`src/rtl/span_filler.sv`:
```
// span_filler: queued rectangle filler that turns span-over-rows commands into masked word writes.
// Optional build macro: SPAN_FILLER_WRITETHROUGH_EN enables the single-entry write-through path.
module span_filler #(
    parameter int FB_WIDTH  = 480,
    parameter int FB_ADDR_W = 16,
    parameter int CMD_DEPTH = 4,
    parameter int ROWS_W    = 6
) (
    input  logic                 clk,
    input  logic                 reset,
    input  logic                 avs_slave_write,
    input  logic [16:0]          avs_slave_address,
    input  logic [31:0]          avs_slave_writedata,
    input  logic [3:0]           avs_slave_byteenable,
    output logic                 avs_slave_waitrequest,
    output logic                 avm_fbuff_write,
    output logic [FB_ADDR_W-1:0] avm_fbuff_address,
    output logic [31:0]          avm_fbuff_writedata,
    output logic [3:0]           avm_fbuff_byteenable,
    input  logic                 avm_fbuff_waitrequest,
    output logic                 busy
);
    localparam int PTR_W = (CMD_DEPTH > 1) ? $clog2(CMD_DEPTH) : 1;
    localparam int CNT_W = PTR_W + 1;
    localparam int RB_W  = FB_ADDR_W - 1;
    localparam int WPR   = FB_WIDTH / 4;

    typedef enum logic [1:0] {
        IDLE = 2'd0,
        LOAD = 2'd1,
        FILL = 2'd2
    } state_t;

    typedef struct packed {
        logic              fb_sel;
        logic [ROWS_W-1:0] rows;
        logic [8:0]        y;
        logic [8:0]        left;
        logic [8:0]        right;
        logic [7:0]        colour;
    } cmd_t;

    state_t             state_r;
    state_t             state_n;
    cmd_t               fifo_mem_r [CMD_DEPTH];
    cmd_t               cmd_r;
    cmd_t               cmd_in_s;
    logic [PTR_W-1:0]   wr_ptr_r;
    logic [PTR_W-1:0]   rd_ptr_r;
    logic [CNT_W-1:0]   count_r;
    logic [CNT_W-1:0]   count_n;
    logic               push_s;
    logic               pop_s;
    logic               full_s;
    logic [8:0]         curr_r;
    logic [8:0]         ptr_curr_s;
    logic [8:0]         right_c_s;
    logic [RB_W-1:0]    rowbase_r;
    logic [RB_W-1:0]    ptr_rowbase_s;
    logic [RB_W-1:0]    rb_init_s;
    logic [ROWS_W-1:0]  rows_r;
    logic [ROWS_W-1:0]  ptr_rows_s;
    logic               out_wt_r;
    logic               beat_done_s;
    logic               slot_free_s;
    logic               fill_done_s;
    logic               fill_beat_s;
    logic               cmd_valid_s;

    function automatic logic [8:0] clamp_right(input logic [8:0] r);
        if ({1'b0, r} >= 10'(FB_WIDTH)) begin
            return 9'(FB_WIDTH - 1);
        end else begin
            return r;
        end
    endfunction

    // Lanes from the current pixel up to the span end, capped at the word end.
    function automatic logic [3:0] beat_be(input logic [8:0] curr, input logic [8:0] right);
        logic [1:0] hi;
        logic [3:0] be;
        hi = (curr[8:2] == right[8:2]) ? right[1:0] : 2'd3;
        be = 4'b0000;
        for (int i = 0; i < 4; i++) begin
            be[i] = (2'(i) >= curr[1:0]) && (2'(i) <= hi);
        end
        return be;
    endfunction

    assign cmd_in_s.fb_sel = avs_slave_address[15];
    assign cmd_in_s.rows   = avs_slave_address[9 +: ROWS_W];
    assign cmd_in_s.y      = avs_slave_address[8:0];
    assign cmd_in_s.left   = avs_slave_writedata[8:0];
    assign cmd_in_s.right  = avs_slave_writedata[17:9];
    assign cmd_in_s.colour = avs_slave_writedata[25:18];

    assign full_s      = (count_r == CNT_W'(CMD_DEPTH));
    assign push_s      = avs_slave_write & ~avs_slave_waitrequest & ~avs_slave_address[16];
    assign pop_s       = (state_r == IDLE) && (count_r != '0);
    assign beat_done_s = avm_fbuff_write & ~avm_fbuff_waitrequest;
    assign slot_free_s = ~avm_fbuff_write | beat_done_s;
    assign fill_done_s = (state_r == FILL) && beat_done_s && !out_wt_r;
    assign right_c_s   = clamp_right(cmd_r.right);
    assign cmd_valid_s = (cmd_r.left <= cmd_r.right) && ({1'b0, cmd_r.left} < 10'(FB_WIDTH));
    assign rb_init_s   = RB_W'(32'(cmd_r.y) * 32'(WPR));

    // FIFO occupancy after this cycle's push and pop.
    always_comb begin
        count_n = count_r;
        case ({push_s, pop_s})
            2'b10:   count_n = count_r + CNT_W'(1);
            2'b01:   count_n = count_r - CNT_W'(1);
            default: count_n = count_r;
        endcase
    end

    // Command FIFO storage and pointers.
    always_ff @(posedge clk) begin
        if (reset) begin
            wr_ptr_r <= '0;
            rd_ptr_r <= '0;
            count_r  <= '0;
        end else begin
            if (push_s) begin
                fifo_mem_r[wr_ptr_r] <= cmd_in_s;
                wr_ptr_r             <= wr_ptr_r + PTR_W'(1);
            end
            if (pop_s) begin
                rd_ptr_r <= rd_ptr_r + PTR_W'(1);
            end
            count_r <= count_n;
        end
    end

    // Next state and next fill pointer; the pointer always names the next fill beat owed.
    always_comb begin
        state_n       = state_r;
        ptr_curr_s    = curr_r;
        ptr_rowbase_s = rowbase_r;
        ptr_rows_s    = rows_r;
        fill_beat_s   = 1'b0;
        case (state_r)
            IDLE: begin
                if (count_r != '0) begin
                    state_n = LOAD;
                end else begin
                    state_n = IDLE;
                end
            end
            LOAD: begin
                if (cmd_valid_s) begin
                    state_n       = FILL;
                    ptr_curr_s    = cmd_r.left;
                    ptr_rowbase_s = rb_init_s;
                    ptr_rows_s    = cmd_r.rows;
                    fill_beat_s   = 1'b1;
                end else begin
                    state_n = IDLE;
                end
            end
            FILL: begin
                fill_beat_s = 1'b1;
                if (fill_done_s) begin
                    if (curr_r[8:2] == right_c_s[8:2]) begin
                        if (rows_r != '0) begin
                            ptr_rows_s    = rows_r - ROWS_W'(1);
                            ptr_rowbase_s = rowbase_r + RB_W'(WPR);
                            ptr_curr_s    = cmd_r.left;
                        end else begin
                            state_n     = IDLE;
                            fill_beat_s = 1'b0;
                        end
                    end else begin
                        ptr_curr_s = {curr_r[8:2] + 7'd1, 2'b00};
                    end
                end else begin
                    ptr_curr_s = curr_r;
                end
            end
            default: begin
                state_n = IDLE;
            end
        endcase
    end

`ifdef SPAN_FILLER_WRITETHROUGH_EN
    logic                 wt_valid_r;
    logic [FB_ADDR_W-1:0] wt_addr_r;
    logic [31:0]          wt_data_r;
    logic [3:0]           wt_be_r;
    logic                 wt_push_s;
    logic                 wt_issue_s;

    assign wt_push_s             = avs_slave_write & ~avs_slave_waitrequest & avs_slave_address[16];
    assign wt_issue_s            = slot_free_s & wt_valid_r;
    assign avs_slave_waitrequest = full_s | wt_valid_r;

    // Single-entry write-through holding register.
    always_ff @(posedge clk) begin
        if (reset) begin
            wt_valid_r <= 1'b0;
            wt_addr_r  <= '0;
            wt_data_r  <= '0;
            wt_be_r    <= '0;
        end else if (wt_push_s) begin
            wt_valid_r <= 1'b1;
            wt_addr_r  <= FB_ADDR_W'(avs_slave_address[15:0]);
            wt_data_r  <= avs_slave_writedata;
            wt_be_r    <= avs_slave_byteenable;
        end else if (wt_issue_s) begin
            wt_valid_r <= 1'b0;
        end
    end
`else
    logic unused_s;
    assign unused_s              = ^{avs_slave_writedata[31:26], avs_slave_byteenable};
    assign avs_slave_waitrequest = full_s;
`endif

    // FSM state, fill pointer and registered master beat; a beat only changes at a free slot.
    always_ff @(posedge clk) begin
        if (reset) begin
            state_r              <= IDLE;
            cmd_r                <= '0;
            curr_r               <= '0;
            rowbase_r            <= '0;
            rows_r               <= '0;
            out_wt_r             <= 1'b0;
            avm_fbuff_write      <= 1'b0;
            avm_fbuff_address    <= '0;
            avm_fbuff_writedata  <= '0;
            avm_fbuff_byteenable <= '0;
            busy                 <= 1'b0;
        end else begin
            state_r   <= state_n;
            curr_r    <= ptr_curr_s;
            rowbase_r <= ptr_rowbase_s;
            rows_r    <= ptr_rows_s;
            busy      <= (count_n != '0) || (state_n != IDLE);
            if (pop_s) begin
                cmd_r <= fifo_mem_r[rd_ptr_r];
            end
            if (slot_free_s) begin
`ifdef SPAN_FILLER_WRITETHROUGH_EN
                if (wt_valid_r) begin
                    avm_fbuff_write      <= 1'b1;
                    avm_fbuff_address    <= wt_addr_r;
                    avm_fbuff_writedata  <= wt_data_r;
                    avm_fbuff_byteenable <= wt_be_r;
                    out_wt_r             <= 1'b1;
                end else
`endif
                if (fill_beat_s) begin
                    avm_fbuff_write      <= 1'b1;
                    avm_fbuff_address    <= {cmd_r.fb_sel, ptr_rowbase_s + RB_W'(ptr_curr_s[8:2])};
                    avm_fbuff_writedata  <= {4{cmd_r.colour}};
                    avm_fbuff_byteenable <= beat_be(ptr_curr_s, right_c_s);
                    out_wt_r             <= 1'b0;
                end else begin
                    avm_fbuff_write <= 1'b0;
                    out_wt_r        <= 1'b0;
                end
            end
        end
    end
endmodule

```
`config.mk`:
```
export PLATFORM = sky130hd
export DESIGN_NAME = span_filler
export DESIGN_NICKNAME = d
export VERILOG_FILES = /design/src/rtl/span_filler.sv
export SDC_FILE = /design/constraint.sdc
export NUM_CORES = 1
export LEC_CHECK = 0
export BUFFER_PORTS_ARGS = -buffer_cell sky130_fd_sc_hd__buf_2
export CAP_MARGIN = 20
export CORE_AREA = 2 2 216 218
export CTS_CLUSTER_SIZE = 20
export DETAILED_ROUTE_END_ITERATION = 6
export DIE_AREA = 0 0 218 220
export PLACE_DENSITY = 0.53
export SLEW_MARGIN = 10
export SYNTH_ARGS = -nofsm -noshare
export SYNTH_HDL_FRONTEND = slang
export SYNTH_SLANG_ARGS = --single-unit
```
`constraint.sdc`:
```
create_clock -name clk -period 5.3 [get_ports clk]
set_clock_uncertainty 0.15 [all_clocks]
set_input_delay 1.325 -clock clk [delete_from_list [all_inputs] [get_ports clk]]
set_output_delay 1.325 -clock clk [all_outputs]
set_load 0.005 [all_outputs]
```
; Yosys cells after proc, flatten, opt, wreduce, memory -nomap -nowiden
; Memory sizes are Yosys's and may differ from the RTL's. A register that Yosys moved wholly into a read port is not among the register bits.
; Cells that the tools add are included.
[classes]
addsub = 8
n_mul = 1
order_cmp = 11
eq_ne = 11
muxes = 33
bitwise_logic = 8
reduce_logical = 16
[ops]
columns = cell, count
row1 = 15-bit two-way mux, 4
row2 = 9-bit two-way mux, 5
row3 = 15-bit one-hot mux with 2 select lines, 1
row4 = 6-bit two-way mux, 4
row5 = 9-bit one-hot mux with 2 select lines, 1
row6 = 15-bit by 7-bit adder with 15-bit output, 1
row7 = "15-bit by 7-bit adder with 15-bit output, second input constant", 1
row8 = 7-bit equality test, 2
row9 = "9-bit by 4-bit multiplier with 12-bit output, second input constant", 1
row10 = 6-bit one-hot mux with 2 select lines, 1
row11 = 2-bit two-way mux, 5
row12 = "9-bit >= comparator, second input constant", 1
row13 = 9-bit less-or-equal comparator, 1
row14 = "9-bit less-than comparator, second input constant", 1
row15 = 1-bit two-way mux, 9
row16 = "7-bit by 1-bit adder with 7-bit output, second input constant", 1
row17 = 1-bit logical AND, 7
row18 = 2-bit one-hot mux with 3 select lines, 1
row19 = 3-bit one-hot mux with 2 select lines, 1
row20 = 3-bit nonzero test, 2
row21 = 6-bit nonzero test, 1
row22 = "6-bit by 1-bit subtractor with 6-bit output, second input constant", 1
row23 = 5-bit AND reduction, 1
row24 = "2-bit by 1-bit adder with 2-bit output, second input constant", 2
row25 = 19 further kinds, 33
[totals]
regBits = 93
ram_bits = 168
inputBits = 57
out_inout_bits = 55
wordCells = 101
mem_count = 1
[memory_table]
columns = memory, depth, width, read_ports, rd_ports_with_merged_regs, write_ports, line_no
row1 = fifo_mem_r, 4, 42, 1, 1, 1, 45  ; cmd_t fifo_mem_r [CMD_DEPTH];

; Logic depth before layout (Yosys ltp)
; Gate-level depths: netlist (run 1).
[depth]
ltp_word = 10
mapped_depth = 20
ltp_nobuf = 18

; Worst setup path before layout (run 1)
; OpenSTA, ideal clock, no wires.
[synth_timing]
kind = in2reg
startpoint = input avm_fbuff_waitrequest
endpoint = register avm_fbuff_address[14]
setup_ns = 0.096
arrival_time_ns = 4.327
required_time_ns = 5.054
setup_slack_ns = 0.727
path_stages = 16
path_buffers = 0
cell_sequence = and2b_2 -> nand2_1 -> nor2_1 -> nand4_1 -> nor4_1 -> xnor2_1 -> o21ai_0 -> a22o_1 -> ha_1 -> inv_1 -> nor2_1 -> nor2_1 -> nor4b_4 -> or3b_4 -> o31a_1 -> o41ai_2
[synth_via]
elab_chain_cells = 6
elab_cells_between_ends = 12
cone_classes = add/sub (1) / mux (6) / bitwise (3) / reduce/logical (2)
[synth_lines]
columns = item, line_no
row1 = from (decl), 20  ; input logic avm_fbuff_waitrequest,
row2 = 1-bit inverter, 100  ; assign beat_done_s = avm_fbuff_write & ~avm_fbuff_waitrequest;
row3 = 1-bit bitwise AND, 100
row4 = 1-bit logical AND, 102  ; assign fill_done_s = (state_r == FILL) && beat_done_s && !out_wt_r;
row5 = 15-bit two-way mux, 163  ; if (fill_done_s) begin
row6 = 15-bit one-hot mux with 2 select lines, 142  ; case (state_r)
row7 = named net ptr_rowbase_s[6], 59  ; logic [RB_W-1:0] ptr_rowbase_s;
row8 = 15-bit by 7-bit adder with 15-bit output, 255  ; avm_fbuff_address <= {cmd_r.fb_sel, ptr_rowbase_s + RB_W'(ptr_curr_s[8:2])};
row9 = to (signal assigned), 255
row10 = to (decl), 17  ; output logic [FB_ADDR_W-1:0] avm_fbuff_address,
; The timed path passes the listed nets, and every way through them passes these cells.
; A chain may end at the register's enable or synchronous reset.

; Worst setup path in the final report (run 1)
[layout_timing]
startpoint = register, netlist name cmd_r[14]
endpoint = register avm_fbuff_address[14]
[layout_via]
elab_chain_cells = 7
elab_cells_between_ends = 19
cone_classes = add/sub (1) / order compare (2) / eq/ne (1) / mux (13) / reduce/logical (2)
[layout_lines]
columns = item, line_no
row1 = 9-bit >= comparator, 71  ; if ({1'b0, r} >= 10'(FB_WIDTH)) begin
row2 = 9-bit two-way mux, 71
row3 = 7-bit equality test, 164  ; if (curr_r[8:2] == right_c_s[8:2]) begin
row4 = 15-bit two-way mux (tied with other cells), 164
row5 = 15-bit two-way mux (tied with other cells), 163
row6 = 15-bit one-hot mux with 2 select lines (tied with other cells), 142
row7 = 15-bit by 7-bit adder with 15-bit output / 2-bit AND reduction (equally long branches), n/a
; Parallel ways exist; a longest one is shown, timed or not.

==> results of run 1 <==
[path summary, 6_finish.rpt]
kind	slack, ns	startpoint	end	cells past startpoint
max	0.42	cmd_r[14]	avm_fbuff_address[14]	16
min	0.30	avm_fbuff_address[2]	avm_fbuff_address[2]	2
max reg2reg	0.42	cmd_r[14]	avm_fbuff_address[14]	16
min reg2reg	0.30	avm_fbuff_address[2]	avm_fbuff_address[2]	2
[sequential cells by signal (all words and copies together), names as in the netlist, 3 cells and up]
name	cells
count_r	3
avm_fbuff_address	16
avm_fbuff_writedata	8
rowbase_r	15
avm_fbuff_byteenable	4
rows_r	6
cmd_r	42
fifo_mem_r	168
curr_r	9
[cells by family after synthesis]
logic type	after synthesis
AO/OA/AOI/OAI	227
XOR/XNOR	30
adder cells (fa/ha/maj)	59
buffers and inverters	136
flip-flops	279
multiplexers	52
AND/OR/NAND/NOR	374
[cells in the final DEF (no fill, tap or decap), types with 35 or more instances in the layout]
cell type / netlist / layout
sky130_fd_sc_hd__dfxtp_1: 111 / 109
sky130_fd_sc_hd__nand2_1: 178 / 178
sky130_fd_sc_hd__mux4_2: 42 / 42
sky130_fd_sc_hd__inv_1: 56 / 56
sky130_fd_sc_hd__ha_1: 41 / 41
sky130_fd_sc_hd__edfxtp_1: 168 / 168
sky130_fd_sc_hd__buf_2: 3 / 100
sky130_fd_sc_hd__clkbuf_16: 0 / 35
sky130_fd_sc_hd__a21oi_1: 92 / 91
sky130_fd_sc_hd__nor2_1: 58 / 58
[worst max-delay path, stage by stage (launching register included)]
cell                       delay, ns
sky130_fd_sc_hd__dfxtp_1        0.47
sky130_fd_sc_hd__inv_1          0.13
sky130_fd_sc_hd__ha_1           0.38
sky130_fd_sc_hd__nand3_1        0.13
sky130_fd_sc_hd__or4b_1         0.60
sky130_fd_sc_hd__a211oi_1       0.48
sky130_fd_sc_hd__a21boi_0       0.30
sky130_fd_sc_hd__nor3_1         0.38
sky130_fd_sc_hd__nor2_1         0.11
sky130_fd_sc_hd__ha_1           0.23
sky130_fd_sc_hd__a221oi_1       0.29
sky130_fd_sc_hd__a21oi_1        0.13
sky130_fd_sc_hd__maj3_2         0.33
sky130_fd_sc_hd__a31oi_1        0.19
sky130_fd_sc_hd__buf_4          0.16
sky130_fd_sc_hd__nor4_1         0.06
sky130_fd_sc_hd__o41ai_2        0.27
[power by group through the flow]
stage,clock [mW],sequential (mW),combinational (mW)
final,2.21,2.86,3.36
after global routing,2.37,2.90,3.76
after CTS,2.28,2.86,3.38
after detailed placement,0,2.90,3.36
after global placement,0,2.90,3.34
after floorplan,0,2.75,2.54
[timing repair]
item / in CTS / in global routing
resized for setup: 0 / 1
setup endpoints to repair: 0 / 1
buffers inserted: 0 / 0
hold buffers: 0 / 0
[layout make-up]
cell class                 instances  area share [%]
clock inverter                    13           0.753
timing repair buffer             134            4.84
tap                              607            4.86
sequential                       279            46.5
multi-input combinational        742            35.7
inverter                          57            1.37
clock buffer                      48            5.98
[metal layers]
layer / GRT usage [%] / vias up / part of all wire (%)
li1: - / 4429 / -
met3: 2.83 / 49 / 5.5
met2: 22.7 / 217 / 46
met1: 18.4 / 4532 / 46
met5: 0 / - / 0.036
met4: 4.69 / 2 / 2.4
==> flow_metrics.env, run 1 <==
export IMPL_worst_slew_pin_transition_ns=0.943
export IMPL_post_synth_instance_area_sq_um=13600
export IMPL_detail_route_iter0_violations=620
export IMPL_fin_worst_hold_slack_ns=0.300
export IMPL_layout_cell_share_with_drive_strength_beyond_1_pct=21.3
export IMPL_critical_path_required_ns=5.58
export IMPL_first_global_vias=9204
export IMPL_maximum_number_of_pins_on_one_net_before_global_route_repair=60
export IMPL_arrival_time_worst_endpoint_ns=5.17
export IMPL_fillCellCount=4637
export IMPL_yosys_area_share_xor_xnor_pct=1.94
export IMPL_setup_total_negative_slack_ns=0
export IMPL_vdd_ir_drop_max_mv=0.185
export IMPL_worstSkewPairLatency_ns=0.53
export IMPL_post_dp_cell_area_sq_um=14600
export IMPL_die_height_um=220
export IMPL_ys_flop_type="sky130_fd_sc_hd__edfxtp_1"
export IMPL_row_count=79
export IMPL_dpl_hpwl_um=22600
export IMPL_port_buffer_count=101
export IMPL_layout_setup_ws_ns=0.415
export IMPL_ys_top_cells_by_count="sky130_fd_sc_hd__nand2_1 (178), sky130_fd_sc_hd__edfxtp_1 (168), sky130_fd_sc_hd__dfxtp_1 (111), sky130_fd_sc_hd__a21oi_1 (92), sky130_fd_sc_hd__nor2_1 (58)"
export IMPL_avgViaCountPerCell=4.91
export IMPL_syn_area_per_cell_sq_um=11.7
export IMPL_power_clock_fraction_pct=26.2
export IMPL_tritoncts="yes"
export IMPL_drc_errors=0
export IMPL_num_vias=9229
export IMPL_post_synth_mux_area_share_pct=7.76
export IMPL_wirelength_um=33000
export IMPL_total_power_divided_by_cell_area_nw_per_um2=540
export IMPL_p_seq_share_pct=33.9
export IMPL_grt_pass1_wl_um=51800
export IMPL_cts_clk_slew_worst_paths_ns=0.06
export IMPL_initial_antenna_violation_count=2
export IMPL_compound_gate_portion_of_the_synthesized_area_pct=11.5
export IMPL_design_power_total_mw=8.43
export IMPL_ys_types=104
export IMPL_syn_instance_count=1157
export IMPL_synthDominantCellAreaShare_pct=37.2
export IMPL_internal_power_mw=5.21
export IMPL_switchingPower_mw=3.22
export IMPL_post_drt_wl_per_cell_um=17.5
export IMPL_globalRouteTotalUtil_pct=13.9
export IMPL_layoutNonFillerInstCount=1880
export IMPL_antenna_diode_count=0
export IMPL_timing_critical_path_to_type="flip-flop"
export IMPL_post_synth_main_area_contributors="sky130_fd_sc_hd__edfxtp_1 (37%), sky130_fd_sc_hd__dfxtp_1 (16%), sky130_fd_sc_hd__mux4_2 (7.0%)"
export IMPL_finalSetupViolCount=0
export IMPL_criticalPathCategory="flip-flop to flip-flop"
export IMPL_slew_headroom_pct=37.0
export IMPL_yosys_area_share_adder_pct=6.31
export IMPL_run_status="finished, final reports clean"
export IMPL_ys_warnings_count=0
export IMPL_final_min_clock_period_ns=4.88
export IMPL_clock_root_buffer="sky130_fd_sc_hd__clkbuf_16"
export IMPL_crit_path_max_fanout=8
export IMPL_post_synth_edffs=168
export IMPL_multi_input_area_sq_um=5580
export IMPL_fin_nets=1362
export IMPL_postSynthRegisterBits=279
export IMPL_ys_seq_area_share_pct=53.6
export IMPL_io_pins=112
export IMPL_floorplan_die_width_um=218
export IMPL_min_delay_path_class="flip-flop to flip-flop"
export IMPL_layout_cell_area_non_filler_sq_um=15600
export IMPL_rsz0062_at_grt="false"
export IMPL_gp_congestion=0.845
export IMPL_layout_area_overhead_vs_synth_pct=15.3
export IMPL_synth_simple_gate_area_share_pct=13.4
export IMPL_fin_crit_share_pct=92.2
export IMPL_place_worst_setup_slack_ns=0.283
export IMPL_detail_route_antenna_nets=0
export IMPL_cts_buffer_depth=3
export IMPL_htreeDepth=2
export IMPL_numPlacedInstances=1819
export IMPL_leak_nw=5.65
export IMPL_register_area_sq_um=7270
export IMPL_power_share_switching_pct=38.2
export IMPL_cts_num_sinks=279
export IMPL_final_max_slew_violation_count=0
export IMPL_drt_pass1_iterations=5
export IMPL_post_route_util_pct=34.1
export IMPL_start_util_pct=29.5
export IMPL_drv_max_cap_violation_count=0
export IMPL_grt_overflow_total=0
export IMPL_combinationalPowerShare_pct=39.9
export IMPL_synth_top_family_by_area="simple AND/OR/NAND/NOR gates"
export IMPL_synth_nets=1271
export IMPL_tritoncts_num_buffers=34
export IMPL_dieArea_sq_um=48000
export IMPL_synth_most_common_cell="sky130_fd_sc_hd__nand2_1"
export IMPL_hold_viol=0
export IMPL_critPathLaunchType="flip-flop"
export IMPL_fmaxAchievable_mhz=205
export IMPL_core_sq_um=45900
export IMPL_ys_async_sr_fraction_pct=0
export IMPL_netlist_top_cell_by_area="sky130_fd_sc_hd__edfxtp_1"
(Power assumes the default switching activity.)
==> run 2: changes to the inputs <==
==> constraint.sdc (replaced) <==
create_clock -name clk -period 5.3 [get_ports clk]
set_clock_uncertainty 0.15 [all_clocks]
set_input_delay 0.53 -clock clk [delete_from_list [all_inputs] [get_ports clk]]
set_output_delay 0.53 -clock clk [all_outputs]
set_load 0.005 [all_outputs]
==> flow_metrics.env, run 2 (same netlist as run 1, synthesis figures left out) <==
export IMPL_final_min_clock_period_ns=4.86
export IMPL_rsz0062_at_grt="false"
export IMPL_layoutNonFillerInstCount=1877
export IMPL_cts_num_sinks=279
export IMPL_finalSetupViolCount=0
export IMPL_tritoncts="yes"
export IMPL_top_registers="fifo_mem_r: 168 flops, cmd_r: 42 flops, avm_fbuff_address: 16 flops"
export IMPL_hold_viol=0
export IMPL_worstSkewPairLatency_ns=0.51
export IMPL_global_route_usage_met1_pct=18.3
export IMPL_cts_setup_buffers=0
export IMPL_grt_pass1_wl_um=51300
export IMPL_r2r_worst_path_cells=15
export IMPL_fillCellCount=4629
export IMPL_first_global_vias=8936
export IMPL_antenna_diode_count=0
export IMPL_setup_total_negative_slack_ns=0
export IMPL_run_status="finished, final reports clean"
export IMPL_core_sq_um=45900
export IMPL_registers_top_by_ff_count="fifo_mem_r"
export IMPL_fin_nets=1359
export IMPL_critical_path_endpoint="avm_fbuff_address[14]"
export IMPL_critical_path_required_ns=5.57
export IMPL_layout_area_overhead_vs_synth_pct=15.9
export IMPL_leak_nw=5.69
export IMPL_gr_max_usage_layer="met2"
export IMPL_layout_cell_share_with_drive_strength_beyond_1_pct=21.7
export IMPL_min_delay_path_class="input pin to flip-flop"
export IMPL_criticalPathCategory="flip-flop to flip-flop"
export IMPL_initial_antenna_violation_count=2
export IMPL_p_seq_share_pct=32.9
export IMPL_post_dp_cell_area_sq_um=14500
export IMPL_vdd_ir_drop_max_mv=0.201
export IMPL_io_pins=112
export IMPL_maximum_number_of_pins_on_one_net_before_global_route_repair=64
export IMPL_grt_overflow_total=0
export IMPL_cts_buffer_depth=3
export IMPL_globalRouteMet2Util_pct=22.6
export IMPL_fmaxAchievable_mhz=206
export IMPL_use_met3_pct=2.82
export IMPL_rrSetupSlack_ns=0.44
export IMPL_avgViaCountPerCell=4.84
export IMPL_startpoint="cmd_r[14]"
export IMPL_layout_cells_most_common="sky130_fd_sc_hd__nand2_1"
export IMPL_numPlacedInstances=1815
export IMPL_combinationalPowerShare_pct=39.8
export IMPL_clock_root_buffer="sky130_fd_sc_hd__clkbuf_16"
export IMPL_worst_slew_pin_transition_ns=0.874
export IMPL_cts_clk_slew_worst_paths_ns=0.06
export IMPL_detail_route_antenna_nets=0
export IMPL_post_route_util_pct=34.3
export IMPL_drv_max_cap_violation_count=0
export IMPL_internal_power_mw=5.38
export IMPL_start_util_pct=29.5
export IMPL_arrival_time_worst_endpoint_ns=5.13
export IMPL_port_buffer_count=101
export IMPL_regToRegStartpoint="cmd_r[14]"
export IMPL_fin_crit_share_pct=91.7
export IMPL_dieArea_sq_um=48000
export IMPL_num_vias=9078
export IMPL_crit_path_max_fanout=8
export IMPL_layout_cell_area_non_filler_sq_um=15700
export IMPL_die_height_um=220
export IMPL_gp_congestion=0.852
export IMPL_timing_critical_path_to_type="flip-flop"
export IMPL_drt_pass1_iterations=5
export IMPL_cts_resized=0
export IMPL_power_share_switching_pct=37.5
export IMPL_row_count=79
export IMPL_wirelength_um=32900
export IMPL_layout_common_cells="sky130_fd_sc_hd__nand2_1 (178), sky130_fd_sc_hd__edfxtp_1 (168), sky130_fd_sc_hd__dfxtp_1 (109), sky130_fd_sc_hd__buf_2 (100), sky130_fd_sc_hd__a21oi_1 (91)"
export IMPL_post_drt_wl_per_cell_um=17.5
export IMPL_power_clock_fraction_pct=27.2
export IMPL_drc_errors=0
export IMPL_slew_headroom_pct=41.6
export IMPL_floorplan_die_width_um=218
export IMPL_design_power_total_mw=8.61
export IMPL_htreeDepth=2
export IMPL_tritoncts_num_buffers=34
export IMPL_largest_register_ffs=168
export IMPL_post_cts_hold_buffer_count=0
export IMPL_switchingPower_mw=3.23
export IMPL_total_power_divided_by_cell_area_nw_per_um2=548
export IMPL_final_max_slew_violation_count=0
export IMPL_detail_route_iter0_violations=533
export IMPL_globalRouteTotalUtil_pct=13.7
export IMPL_timing_hold_worst_path_depth=1
export IMPL_dpl_hpwl_um=22600
export IMPL_reg2reg_to="avm_fbuff_address[14]"
export IMPL_critPathLaunchType="flip-flop"
run 2: cell count changes in the layout (fill, tap and decap cells not counted), moves of 2 or more:
| cell | before | now |
|---|---|---|
| sky130_fd_sc_hd__clkbuf_1 | 12 | 8 |
| sky130_fd_sc_hd__buf_4 | 34 | 30 |
| sky130_fd_sc_hd__clkinv_1 | 5 | 3 |
| sky130_fd_sc_hd__bufinv_16 | 2 | 4 |
| sky130_fd_sc_hd__clkbuf_8 | 1 | 4 |
run 2: final cells by class:
cell class | instances | area, sq um | share of cell area, %
flip-flops and latches | 279 | 7270 | 46.3
multi-input cells | 742 | 5580 | 35.5
clock buffers | 47 | 961 | 6.12
well taps | 607 | 759 | 4.83
repair buffers | 131 | 746 | 4.75
inverters | 57 | 214 | 1.36
clock inverters | 14 | 176 | 1.12
run 2: stage by stage:
stage	hold WS [ns]	worst slack (ns)
3_5_place_dp	0.295	0.442
2_1_floorplan	0.282	1.07
3_3_place_gp	0.295	0.443
4_1_cts	0.0544	0.405
6_report	0.0777	0.439
5_1_grt	0.0705	0.110
run 2: worst min path at each step:
| stage | start | endpoint | slack (ns) |
|---|---|---|---|
| final | avs_slave_writedata[20] | fifo_mem_r[1][2] | 0.08 |
| after global routing | avs_slave_writedata[20] | fifo_mem_r[2][2] | 0.07 |
| after CTS | avs_slave_writedata[20] | fifo_mem_r[1][2] | 0.05 |
| after detailed placement | avm_fbuff_address[2] | avm_fbuff_address[2] | 0.30 |
| after global placement | avm_fbuff_address[15] | avm_fbuff_address[15] | 0.30 |
| after floorplan | cmd_r[41] | avm_fbuff_address[15] | 0.28 |
run 2: power by group through the flow:
stage	Sequential [mW]	Combinational, mW	Clock (mW)
after floorplan	2.75	2.54	0
after global placement	2.90	3.34	0
after detailed placement	2.91	3.38	0
after CTS	2.86	3.40	2.41
after global routing	2.88	3.83	2.50
final	2.84	3.43	2.34
run 2: routing by layer:
metal / routed length, um / vias to the layer above
met3: 1640 / 48
li1: - / 4424
met2: 15500 / 176
met1: 15100 / 4428
met4: 644 / 2
met5: 13 / -
run 2: critical path: stages (launching register included):
cell                       delay (ns)
sky130_fd_sc_hd__dfxtp_1         0.47
sky130_fd_sc_hd__inv_1           0.13
sky130_fd_sc_hd__ha_1            0.37
sky130_fd_sc_hd__nand3_1         0.14
sky130_fd_sc_hd__or4b_1          0.61
sky130_fd_sc_hd__a211oi_1        0.44
sky130_fd_sc_hd__a21boi_0        0.28
sky130_fd_sc_hd__nor3_1          0.39
sky130_fd_sc_hd__nor2_1          0.10
sky130_fd_sc_hd__ha_1            0.23
sky130_fd_sc_hd__a221oi_1        0.28
sky130_fd_sc_hd__a21oi_1         0.13
sky130_fd_sc_hd__maj3_2          0.33
sky130_fd_sc_hd__a31oi_2         0.35
sky130_fd_sc_hd__nor4_1          0.12
sky130_fd_sc_hd__o41ai_2         0.27
